## src/rtl/relogio_display.sv

```systemverilog
// rtl/relogio_display.sv - four-digit multiplexed HH:MM clock display with snapshot capture
module relogio_display #(
  parameter int unsigned SCAN_DIV  = 1000,
  parameter int unsigned BLINK_DIV = 500000
) (
  input  logic       clk,
  input  logic       reset,
  input  logic [3:0] dhourq,
  input  logic [3:0] uhourq,
  input  logic [3:0] dminq,
  input  logic [3:0] uminq,
  input  logic       load_valid,
  output logic       load_ready,
  output logic [6:0] seg,
  output logic [3:0] an,
  output logic       colon,
  output logic       err
);

  typedef enum logic {SHOW = 1'b0, GAP = 1'b1} state_t;

  localparam logic [15:0] SLOT_LAST  = 16'(SCAN_DIV - 2);
  localparam logic [23:0] BLINK_LAST = 24'(BLINK_DIV - 1);

  state_t      state_q, state_d;
  logic [15:0] slot_q, slot_d;
  logic [1:0]  digit_q, digit_d;
  logic [15:0] snap_q, snap_d;
  logic [23:0] blink_q, blink_d;
  logic        colon_q, colon_d;
  logic        err_q, err_d;
  logic [6:0]  seg_q, seg_d;
  logic [3:0]  an_q, an_d;
  logic        ready_q, ready_d;
  logic        handshake;
  logic        digits_ok;
  logic [3:0]  cur_val;

  function automatic logic [6:0] enc(input logic [3:0] d);
    case (d)
      4'd0:    enc = 7'b0111111;
      4'd1:    enc = 7'b0000110;
      4'd2:    enc = 7'b1011011;
      4'd3:    enc = 7'b1001111;
      4'd4:    enc = 7'b1100110;
      4'd5:    enc = 7'b1101101;
      4'd6:    enc = 7'b1111101;
      4'd7:    enc = 7'b0000111;
      4'd8:    enc = 7'b1111111;
      4'd9:    enc = 7'b1101111;
      default: enc = 7'b0000000;
    endcase
  endfunction

  always_comb begin
    state_d = state_q;
    slot_d  = slot_q;
    digit_d = digit_q;
    snap_d  = snap_q;
    blink_d = blink_q;
    colon_d = colon_q;
    err_d   = err_q;

    handshake = load_valid && ready_q;
    digits_ok = (dhourq <= 4'd2) && (uhourq <= 4'd9) && (dminq <= 4'd5) &&
                (uminq <= 4'd9) && !((dhourq == 4'd2) && (uhourq > 4'd3));

    // A rejected capture still completes the handshake; only err records it.
    if (handshake) begin
      if (digits_ok) snap_d = {dhourq, uhourq, dminq, uminq};
      else           err_d  = 1'b1;
    end

    case (state_q)
      SHOW: begin
        if (slot_q == SLOT_LAST) begin
          state_d = GAP;
          slot_d  = 16'd0;
        end else begin
          slot_d = slot_q + 16'd1;
        end
      end
      default: begin
        state_d = SHOW;
        digit_d = digit_q - 2'd1;
      end
    endcase

    if (blink_q == BLINK_LAST) begin
      blink_d = 24'd0;
      colon_d = ~colon_q;
    end else begin
      blink_d = blink_q + 24'd1;
    end

    // Outputs are registered, so they are derived from the next state.
    cur_val = snap_d[{digit_d, 2'b00} +: 4];
    if ((state_d == SHOW) && !((digit_d == 2'd3) && (cur_val == 4'd0))) begin
      an_d  = 4'b0001 << digit_d;
      seg_d = enc(cur_val);
    end else begin
      an_d  = 4'b0000;
      seg_d = 7'b0000000;
    end
    ready_d = (state_d == GAP) && (digit_d == 2'd0);
  end

  always_ff @(posedge clk or negedge reset) begin
    if (!reset) begin
      state_q <= SHOW;
      slot_q  <= 16'd0;
      digit_q <= 2'd3;
      snap_q  <= 16'd0;
      blink_q <= 24'd0;
      colon_q <= 1'b1;
      err_q   <= 1'b0;
      seg_q   <= 7'b0000000;
      an_q    <= 4'b0000;
      ready_q <= 1'b0;
    end else begin
      state_q <= state_d;
      slot_q  <= slot_d;
      digit_q <= digit_d;
      snap_q  <= snap_d;
      blink_q <= blink_d;
      colon_q <= colon_d;
      err_q   <= err_d;
      seg_q   <= seg_d;
      an_q    <= an_d;
      ready_q <= ready_d;
    end
  end

  assign load_ready = ready_q;
  assign seg        = seg_q;
  assign an         = an_q;
  assign colon      = colon_q;
  assign err        = err_q;

endmodule
```

## config.mk

```make
export PLATFORM = sky130hd
export DESIGN_NAME = relogio_display
export DESIGN_NICKNAME = d
export VERILOG_FILES = /design/src/rtl/relogio_display.sv
export SDC_FILE = /design/constraint.sdc
export NUM_CORES = 1
export LEC_CHECK = 0
export CORE_ASPECT_RATIO = 0.8
export CORE_UTILIZATION = 60
export DETAILED_ROUTE_END_ITERATION = 8
export GPL_TIMING_DRIVEN = 0
export MAX_ROUTING_LAYER = met4
export PLACE_DENSITY = 0.86
export SYNTH_ARGS = -nofsm -noshare
export SYNTH_HDL_FRONTEND = slang
export SYNTH_SLANG_ARGS = --single-unit
export TNS_END_PERCENT = 30
```

## constraint.sdc

```tcl
create_clock -name clk -period 6.6 [get_ports clk]
set_clock_uncertainty 0.2 [all_clocks]
set_input_delay 1.32 -clock clk [delete_from_list [all_inputs] [get_ports clk]]
set_output_delay 1.32 -clock clk [all_outputs]
set_load 0.02 [all_outputs]
```

==> results of run 1 <==
## metrics by stage
step	hold WS, ps	util, %	setup WS (ps)
after floorplan	246	-	3020
after global placement	244	71.0	1580
after detailed placement	243	71.0	2180
after CTS	258	74.0	2550
after global routing	282	74.0	2380
final	253	74.0	2510
## cell families (layout without fill, tap and decap cells)
kind of cell | Yosys count | after routing
muxes | 28 | 28
and+or+nand+nor | 118 | 118
DFF | 73 | 73
adders and majority gates | 8 | 8
AOI/OAI and AO/OA | 35 | 35
xor gates and xnor gates | 36 | 36
buffers and inverters | 20 | 68
## flip-flops by register name, summed over array words and instances, names as in the netlist
register / flops
snap_q: 16
seg: 7
colon: 1
state_q: 1
digit_q: 2
err: 1
slot_q: 16
an: 4
load_ready: 1
blink_q: 24
## power groups by stage
stage	registers, uW	logic (uW)	clock network (uW)
final	447	26.3	308
after global routing	447	29.1	331
after CTS	447	26.8	314
after detailed placement	456	26.7	0
after global placement	456	26.7	0
after floorplan	456	4.04	0
## final cells by class
class / count / share of cell area [%]
inverter: 9 / 0.877
multi-input combinational: 225 / 39.2
buffer: 11 / 1.45
clock buffer: 16 / 4.11
tap: 78 / 2.36
sequential: 73 / 44.3
timing repair buffer: 32 / 7.69
## critical path, cell delays in order
cell	delay, ps
clkdlybuf4s50_1	480
a22oi_1	310
nand4_2	180
nor2_4	200
buf_2	290
mux2i_1	370
inv_1	170
ha_1	260
a31o_1	180
buf_2	180
a31oi_1	200
## cells in the final DEF, fill, tap and decap left out, types with 2 or more instances in the layout
cell type,instances
xor2_1,16
or3_1,4
o21ai_1,3
mux2i_1,10
a21o_1,3
and2_1,3
mux2_1,16
nor2_1,29
a222oi_1,3
nor3_1,2
a31oi_1,4
and3_1,9
nor4_1,6
clkbuf_1,8
buf_4,2
nand4_1,7
xnor2_1,20
nand3b_1,3
buf_2,6
o21a_1,2
dfrtp_1,70
ha_1,8
nand3_1,20
dfstp_2,3
nor2b_1,5
o21ai_0,3
inv_1,7
a21oi_1,4
nand2_1,17
clkbuf_8,11
clkdlybuf4s50_1,31
nand2b_1,2
## worst max-delay path by stage
stage,from,endpoint,slack [ps],depth (start not counted)
after global routing,uhourq[3],seg[1]$_DFF_PN0_,2380,10
after floorplan,uhourq[2],seg[1]$_DFF_PN0_,3020,9
after detailed placement,uhourq[3],seg[1]$_DFF_PN0_,2180,10
after global placement,reset,seg[3]$_DFF_PN0_,1580,1
after CTS,uhourq[3],seg[1]$_DFF_PN0_,2550,10
final,uhourq[3],seg[6]$_DFF_PN0_,2510,11
## metal layers
layer,up-vias,wire (um)
li1,1209,-
met1,1240,3200
met2,52,3180
met3,9,257
met4,0,90
met5,-,0
==> impl_results.md, run 1 <==
* Worst hold stages at 1
* Final Total Pwr at 782 uW
* Largest net degree at the start of global routing at 74
* Clock Path Buffers at 2
* Layout overhead on the synthesized area at 16.5%
* Simple logic cell fraction of the synthesized area at 17.9%
* Post-layout minimum cycle time at 4090 ps
* Final nets at 388
* Leak at 0.00188 uW
* Setup TNS Final at 0 ps
* Crit path launch type: input pin
* Detailed Route WL at 6730 um
* Endpoints failing hold at 0
* Pwr Density at 189 nW/um^2
* Synth area leaders: dfrtp_1 49%, mux2_1 5.1%, xnor2_1 4.9%
* First-pass GRT wire length at 11400 um
* Switching pwr at 165 uW
* #FFs+latches synth at 73
* Hold Path Origin: err$_DFFE_PN0P_
* Antenna-violating nets left at 0
* Worst min-delay path class: reg -> reg
* TritonCTS clock tree: built
* Mux contribution to synthesized area at 8.92%
* Dpl cells at 428
* Period utilisation layout at 62.0%
* Unrepaired setup endpoints after global routing: no
* Max Cap Viol at 0
* Vias post-DR at 2510
* R2R cell count at 9
* Finished Layout Cells at 444
* Outcome: complete, no violations
* Core Box Area at 5590 um^2
* Hold EP: err$_DFFE_PN0P_
* CP Capture Type: flop
* Reg2reg setup slack at 3500 ps
* Vias in the first global route at 2429
* Area share of the largest cell type after synthesis at 49.3%
* Final GP Congestion at 0.881
* EDFF count, synth at 0
* Clk pwr share at 39.4%
* Syn nets at 345
* Syn avg cell area at 11.2 um^2
* Die area at 6230 um^2
* Register area at 1830 um^2
* GR Overflow Total at 0
* Final HPWL DP at 4630 um
* Die height at 70.8 um
* Ant diodes at 0
* Switch share at 21.1%
* Arrival time at the worst endpoint at 4140 ps
* CP Class: in -> reg
* Total CTS buffers at 9
* # resized after CTS at 0
* Adder-cell area share of the yosys netlist at 2.82%
* H-tree levels at 3
* RR Startpoint: digit_q[1]$_DFF_PN1_
* Async SR Flop Fraction at 100%
* Combinational share of power at 3.4%
* RR Endpoint: seg[6]$_DFF_PN0_
* Wire per inst at 15.2 um
* Post-CTS setup buffer count at 0
* Cell area after layout at 4140 um^2
* Port bufs at 32
* # rows at 24
* Grt peak-use layer: met2
* Antenna violations before repair at 0
* Final Setup Violations at 0
* Synth Flop Type: dfrtp_1
* Worst Path Max Fanout at 10
* Pins Over Slew Limit at 0
* TritonRoute pass-1 iters at 4
* Sequential-to-total area share from yosys stat at 51.6%
* Max frequency at 244 MHz
* Gate count after technology mapping at 318
* Int Pwr at 617 uW
* # clock sinks at 73
* Via density at 5.65
* Area leader, netlist: dfrtp_1
* GR Util met1 at 33.5%
* Met3 Use GR at 8.17%
* Worst rel slew slack at 40.4%
* Clock insertion delay at the later pin of the skew report at 350 ps
* Total track usage at 25.2%
* Xor-xnor portion of the synthesized cell area at 8.88%
* Unique cell type count in the Yosys netlist at 59
* Fill cells at 392
* Sequential share of power at 57.2%
* Top-count cell post-synth: dfrtp_1
* Commonest cells post-synth: 70 x dfrtp_1, 29 x nor2_1, 20 x nand3_1, 20 x xnor2_1, 17 x nand2_1
* Starting Density at 63.6%
* Multi-input gate area at 1620 um^2
* DIE WIDTH at 88.0 um
* Cts hold-fix bufs at 0
* Io pins at 33
* GRT met2 Usage at 36.9%
* Synth Warn # at 0
* Layout cells sized above 1 at 9.56%
* CTS root buf: clkbuf_8
* Largest family of logic cells by synthesized area: simple AND/OR/NAND/NOR gates
* Worst vdd ir at 0.000159 V
* DRC Markers at 0
* Mapped Area at 3550 um^2
* Synth Area in Compound Gates at 7.16%
* Slew @ Worst Pin at 895 ps
* Clk slew on worst S/H paths at 70 ps
* DRT iter0 DRCs at 156
* Critical path required time at 6650 ps
* Placement-stage cell area at 3970 um^2
No activity file was read; power rests on OpenSTA's default activity.
==> run 2: changes to the inputs <==
Settings changed: CORE_UTILIZATION 60 to 57, PLACE_DENSITY 0.86 to 0.82.
Clock period 6.6 ns to 4.2 ns, I/O delays scaled along.
==> run 2 against run 1 <==
  * Critical path depth shrank 1
  * Flip-flop and latch count is the same
  * Worst hold slack gained 22 ps
==> impl_results.md, run 2 (synthesis gave the netlist of run 1 again) <==
* Endpoints failing hold at 0 (unchanged)
* CP delay by family, top: buffers and inverters
* WP depth at 10 (-1)
* Combinational share of power at 3.2% (-0.2 points)
* Critical Path End: seg[1]$_DFF_PN0_
* Worst vdd ir at 0.000252 V (+59%)
* Clock Path Buffers at 2 (unchanged)
* DIE WIDTH at 90.2 um (+2.5%)
* Switching pwr at 285 uW (+73%)
* Core Box Area at 5940 um^2 (+6.4%)
* H-tree levels at 3 (unchanged)
* # resized after CTS at 0 (unchanged)
* Critical path required time at 4260 ps (-2390 ps)
* Unrepaired setup endpoints after global routing: no
* CP Capture Type: flop
* Int Pwr at 996 uW (+61%)
* Cell area after layout at 4170 um^2 (+0.73%)
* Final nets at 388 (unchanged)
* Grt peak-use layer: met2
* Post-CTS setup buffer count at 0 (unchanged)
* Vias in the first global route at 2352 (-3.2%)
* TritonRoute pass-1 iters at 5 (+1)
* Finished Layout Cells at 447 (+0.68%)
* Final Setup Violations at 0 (unchanged)
* Largest net degree at the start of global routing at 74 (unchanged)
* Switch share at 22.2% (+1.2 points)
* Antenna-violating nets left at 0 (unchanged)
* Worst rel slew slack at 40.9% (+0.52 points)
* Largest Register: blink_q
* Arrival time at the worst endpoint at 3690 ps (-450 ps)
* CTS root buf: clkbuf_8
* Setup TNS Final at 0 ps (unchanged)
* Dpl cells at 431 (+0.70%)
* DRC Markers at 0 (unchanged)
* CP Class: in -> reg
* GRT met2 Usage at 33.8% (-3.1 points)
* Vias post-DR at 2511 (+0.040%)
* Max frequency at 276 MHz
* Slowest-stage cell, CP: clkdlybuf4s50_1
* Die area at 6550 um^2 (+5.1%)
* Ant diodes at 0 (unchanged)
* Clk slew on worst S/H paths at 70 ps (about the same)
* Clk pwr share at 42.0% (+2.6 points)
* Most common cell after layout, fill and taps aside: dfrtp_1
* Sequential share of power at 54.8% (-2.4 points)
* Layout cells sized above 1 at 10.7% (+1.1 points)
* Fill cells at 439 (+12%)
* Crit path launch type: input pin
* Cell chain of the critical path: clkdlybuf4s50_1, a22oi_1, nand4_2, nor2_4, buf_2, mux2i_1, inv_1, ha_1, or3_1, a21oi_1
* Reg2reg setup slack at 1070 ps (-2430 ps)
* First-pass GRT wire length at 11200 um (-1.9%)
* Total track usage at 22.6% (-2.6 points)
* Commonest cells after routing, fill and taps aside: 70 x dfrtp_1, 31 x clkdlybuf4s50_1, 29 x nor2_1, 20 x nand3_1, 20 x xnor2_1
* Final HPWL DP at 4460 um (-3.8%)
* Layout overhead on the synthesized area at 17.3%
* Slew @ Worst Pin at 887 ps (-7.74 ps)
* Biggest regs: blink_q x24, slot_q x16, snap_q x16
* Slowest cell delay on critical path at 470 ps (about the same)
* GR Overflow Total at 0 (unchanged)
* Via density at 5.62 (-0.63%)
* Setup crit start: uhourq[3]
* TritonCTS clock tree: built
* Clock insertion delay at the later pin of the skew report at 340 ps (about the same)
* Post-layout minimum cycle time at 3620 ps
* Antenna violations before repair at 0 (unchanged)
* Worst min-delay path class: reg -> reg
* Pins Over Slew Limit at 0 (unchanged)
* Worst Path Max Fanout at 10 (unchanged)
* Detailed Route WL at 6600 um (-1.9%)
* Pwr Density at 307 nW/um^2 (+63%)
* Die height at 72.6 um (+2.5%)
* Met3 Use GR at 5.10% (-3.1 points)
* RR Startpoint: digit_q[1]$_DFF_PN1_
* # rows at 25 (+4.2%)
* # clock sinks at 73 (unchanged)
* Max Cap Viol at 0 (unchanged)
* RR Endpoint: seg[1]$_DFF_PN0_
* Number of flip-flops in the largest register at 24 (unchanged)
* DRT iter0 DRCs at 173 (+11%)
* Port bufs at 32 (unchanged)
* Placement-stage cell area at 3970 um^2 (about the same)
* Io pins at 33 (unchanged)
* Starting Density at 59.7% (-3.8 points)
* Total CTS buffers at 9 (unchanged)
* Period utilisation layout at 86.3%
* WP buf/inv at 3 (-1)
* GR Util met1 at 30.4% (-3.0 points)
* R2R cell count at 8 (-1)
* Final GP Congestion at 0.843 (-4.3%)
* Cts hold-fix bufs at 0 (unchanged)
* Wire per inst at 14.8 um (-2.6%)
* Leak at 0.00188 uW (about the same)
* Outcome: complete, no violations
run 2: cell count changes in the layout (fill, tap and decap cells not counted):
cell | before | now
clkinvlp_4 | 0 | 4
clkbuf_1 | 8 | 4
clkinv_4 | 0 | 1
bufinv_16 | 0 | 1
clkbuf_8 | 11 | 9
run 2: worst min-delay path by stage:
| stage | slack (ps) | startpoint | cells after the start | to |
|---|---|---|---|---|
| 3_3_place_gp | 250 | err$_DFFE_PN0P_ | 1 | err$_DFFE_PN0P_ |
| 3_5_place_dp | 250 | err$_DFFE_PN0P_ | 1 | err$_DFFE_PN0P_ |
| 4_1_cts | 270 | err$_DFFE_PN0P_ | 1 | err$_DFFE_PN0P_ |
| 5_1_grt | 300 | blink_q[23]$_DFF_PN0_ | 1 | blink_q[23]$_DFF_PN0_ |
| 6_report | 270 | err$_DFFE_PN0P_ | 1 | err$_DFFE_PN0P_ |
| 2_1_floorplan | 250 | blink_q[4]$_DFF_PN0_ | 1 | blink_q[4]$_DFF_PN0_ |
run 2: final cells by class:
type	count	area (um^2)	share of cell area (%)
clock buffers	10	128	3.06
flip-flops and latches	73	1830	43.9
inverters	9	36.3	0.871
multi-input cells	225	1620	39.0
repair buffers	32	318	7.63
clock inverters	6	68.8	1.65
plain buffers	11	60.1	1.44
well taps	81	101	2.43
run 2: layer usage:
metal  up-vias  part of all wire (%)
met1      1257                    48
met4         0                  0.52
li1       1203                     -
met3         2                   4.4
met2        49                    47
met5         -                     0
run 2: power groups by stage:
stage               clock network (uW)  logic, uW  registers [uW]
CTS                                551       41.8             702
floorplan                            0       6.35             716
finish                             538       40.8             702
global route                       575       46.0             702
global placement                     0       41.8             716
detailed placement                   0       41.7             716
run 2: through the flow:
stage	power (uW)	util, %	hold slack (ps)	setup WS [ps]
after global routing	1320	70.1	296	447
final	1280	70.1	274	576
after global placement	758	66.8	246	-354
after floorplan	723	-	246	1100
after detailed placement	758	66.8	251	252
after CTS	1300	70.1	269	594
==> run 3: changes to the inputs <==
Settings changed: CORE_ASPECT_RATIO 0.8 to default, HOLD_SLACK_MARGIN from default to 0.06.
==> run 3 against run 2 <==
  * Sequential share of layout area down 0.42 points
  * Combinational power about the same
  * Non-clock buffer count unchanged
  * Clock power up 25%
  * Register-to-register slack worse by 30 ps
  * Final area up 0.96%
  * Via count up 0.40%
  * Global-route usage up 1.5 points
  * Setup slack worse by 49 ps
  * Fmax down 1.3%
  * First-iteration DRC count unchanged
  * Worst hold slack worse by 2.1 ps
  * Largest power group unchanged
==> impl_results.md, run 3 (synthesis gave the netlist of run 1 again) <==
* CP Class: in -> reg
* Worst min-delay path class: reg -> reg
* Number of flip-flops in the largest register at 24 (unchanged)
* Setup TNS Final at 0 ps (unchanged)
* Vias post-DR at 2521 (+0.40%)
* WP buf/inv at 3 (unchanged)
* Io pins at 33 (unchanged)
* Die area at 6550 um^2 (about the same)
* Cell chain of the critical path: clkdlybuf4s50_1, a22oi_1, nand4_2, nor2_4, buf_2, mux2i_1, inv_1, ha_1, or3_1, a21oi_1
* Period utilisation layout at 87.5% (+1.2 points)
* Worst vdd ir at 0.000308 V (+22%)
* Critical path required time at 4270 ps (about the same)
* Clock insertion delay at the later pin of the skew report at 350 ps (about the same)
* Final Total Pwr at 1420 uW (+10%)
* Largest Register: blink_q
* Ant diodes at 0 (unchanged)
* Slew @ Worst Pin at 891 ps (+3.90 ps)
* Port bufs at 32 (unchanged)
* Pwr Density at 336 nW/um^2 (+9.4%)
* Final core utilization at 70.6% (+0.53 points)
* Post-layout minimum cycle time at 3670 ps (+49.0 ps)
* Clk slew on worst S/H paths at 80 ps (about the same)
* Detailed Route WL at 6770 um (+2.6%)
* Layout overhead on the synthesized area at 18.5%
* Pins Over Slew Limit at 0 (unchanged)
* DRT iter0 DRCs at 173 (unchanged)
* CP delay by family, top: buffers and inverters
* # resized after CTS at 0 (unchanged)
* Leak at 0.00191 uW (+1.9%)
* Final HPWL DP at 4710 um (+5.7%)
* CP Capture Type: flop
* Antenna-violating nets left at 0 (unchanged)
* RR Endpoint: seg[1]$_DFF_PN0_
* Reg2reg setup slack at 1040 ps (-30 ps)
* Cts hold-fix bufs at 0 (unchanged)
* RR Startpoint: digit_q[1]$_DFF_PN1_
* Slowest cell delay on critical path at 500 ps (+30 ps)
* Wire per inst at 15.4 um (+4.0%)
* Arrival time at the worst endpoint at 3750 ps (+60 ps)
* H-tree levels at 3 (unchanged)
* Core Box Area at 5960 um^2 (+0.21%)
* Total track usage at 24.1% (+1.5 points)
* Final nets at 388 (unchanged)
* DRC Markers at 0 (unchanged)
* Post-CTS setup buffer count at 0 (unchanged)
* Total CTS buffers at 9 (unchanged)
* DIE WIDTH at 80.9 um (-10%)
* Clock Path Buffers at 2 (unchanged)
* Setup crit start: uhourq[3]
* First-pass GRT wire length at 11400 um (+1.7%)
* WP depth at 10 (unchanged)
* Worst rel slew slack at 40.6% (-0.26 points)
* Commonest cells after routing, fill and taps aside: 70 x dfrtp_1, 31 x clkdlybuf4s50_1, 29 x nor2_1, 20 x nand3_1, 20 x xnor2_1
* Final Setup Violations at 0 (unchanged)
* Endpoints failing hold at 0 (unchanged)
* Largest net degree at the start of global routing at 74 (unchanged)
* Max frequency at 272 MHz (-1.3%)
* Antenna violations before repair at 0 (unchanged)
* Vias in the first global route at 2469 (+5.0%)
* TritonRoute pass-1 iters at 4 (-1)
* R2R cell count at 9 (+1)
* GR Overflow Total at 0 (unchanged)
* Outcome: complete, no violations
* Critical Path End: seg[1]$_DFF_PN0_
* Unrepaired setup endpoints after global routing: no
* CTS root buf: clkbuf_8
* Slowest-stage cell, CP: clkdlybuf4s50_1
* Final GP Congestion at 0.933 (+11%)
* Biggest regs: blink_q x24, slot_q x16, snap_q x16
* Layout cells sized above 1 at 10.7% (unchanged)
* Max Cap Viol at 0 (unchanged)
* # rows at 28 (+12%)
* # clock sinks at 73 (unchanged)
* Die height at 80.9 um (+11%)
* Cell area after layout at 4210 um^2 (+0.96%)
* Starting Density at 59.6% (-0.13 points)
* Via density at 5.72 (+1.8%)
* Worst Path Max Fanout at 10 (unchanged)
* TritonCTS clock tree: built
* Crit path launch type: input pin
* Placement-stage cell area at 3960 um^2 (-0.19%)
* Most common cell after layout, fill and taps aside: dfrtp_1
-- run 3: cell count changes in the layout (fill, tap and decap cells not counted) --
cell / previous run / this run
clkinv_4: 1 / 0
bufinv_16: 1 / 3
clkinv_2: 0 / 1
clkinvlp_4: 4 / 1
clkbuf_8: 9 / 10
-- run 3: cell type report --
cell class	count	area [um^2]
fill	459	1750
buffer	11	60.1
clock buffer	11	141
sequential	73	1830
tap	75	93.8
inverter	9	36.3
clock inverter	5	103
multi-input combinational	225	1620
timing repair buffer	32	318
-- run 3: stage by stage --
| stage | worst slack, ps | hold WS (ps) | cells |
|---|---|---|---|
| floorplan | 1100 | 246 | 318 |
| global placement | -299 | 246 | 425 |
| detailed placement | 217 | 248 | 425 |
| CTS | 574 | 270 | 441 |
| global route | 377 | 284 | 441 |
| finish | 527 | 272 | 441 |
-- run 3: power breakdown --
part	switching, uW	internal [uW]	leakage [uW]	total, uW
combinational	22.5	18.3	0.000857	40.8
sequential	0	703	0.000933	703
clock	262	410	0.000120	672
total	284	1130	0.00191	1420
-- run 3: worst register-to-register path, delay by kind of cell (launching register included) --
kind / cells / cell delay, ps
compound gates: 2 / 480
fa+ha+maj: 1 / 270
buf+inv: 3 / 650
flops: 1 / 510
mux: 2 / 590
simple gates: 1 / 370
-- run 3: worst min path at each step --
stage               depth (start not counted)              endpoint  slack [ps]                 start
detailed placement                          1       err$_DFFE_PN0P_         250       err$_DFFE_PN0P_
global placement                            1       err$_DFFE_PN0P_         250       err$_DFFE_PN0P_
CTS                                         1       err$_DFFE_PN0P_         270       err$_DFFE_PN0P_
finish                                      1       err$_DFFE_PN0P_         270       err$_DFFE_PN0P_
global route                                1       err$_DFFE_PN0P_         280       err$_DFFE_PN0P_
floorplan                                   1  blink_q[4]$_DFF_PN0_         250  blink_q[4]$_DFF_PN0_
-- run 3: metal layers --
metal	vias to the layer above	wire length, um	track usage [%]
met5	-	0	-
met3	12	218	6.74
met4	0	136	8.04
li1	1210	-	-
met1	1252	2960	27.4
met2	47	3450	41.0
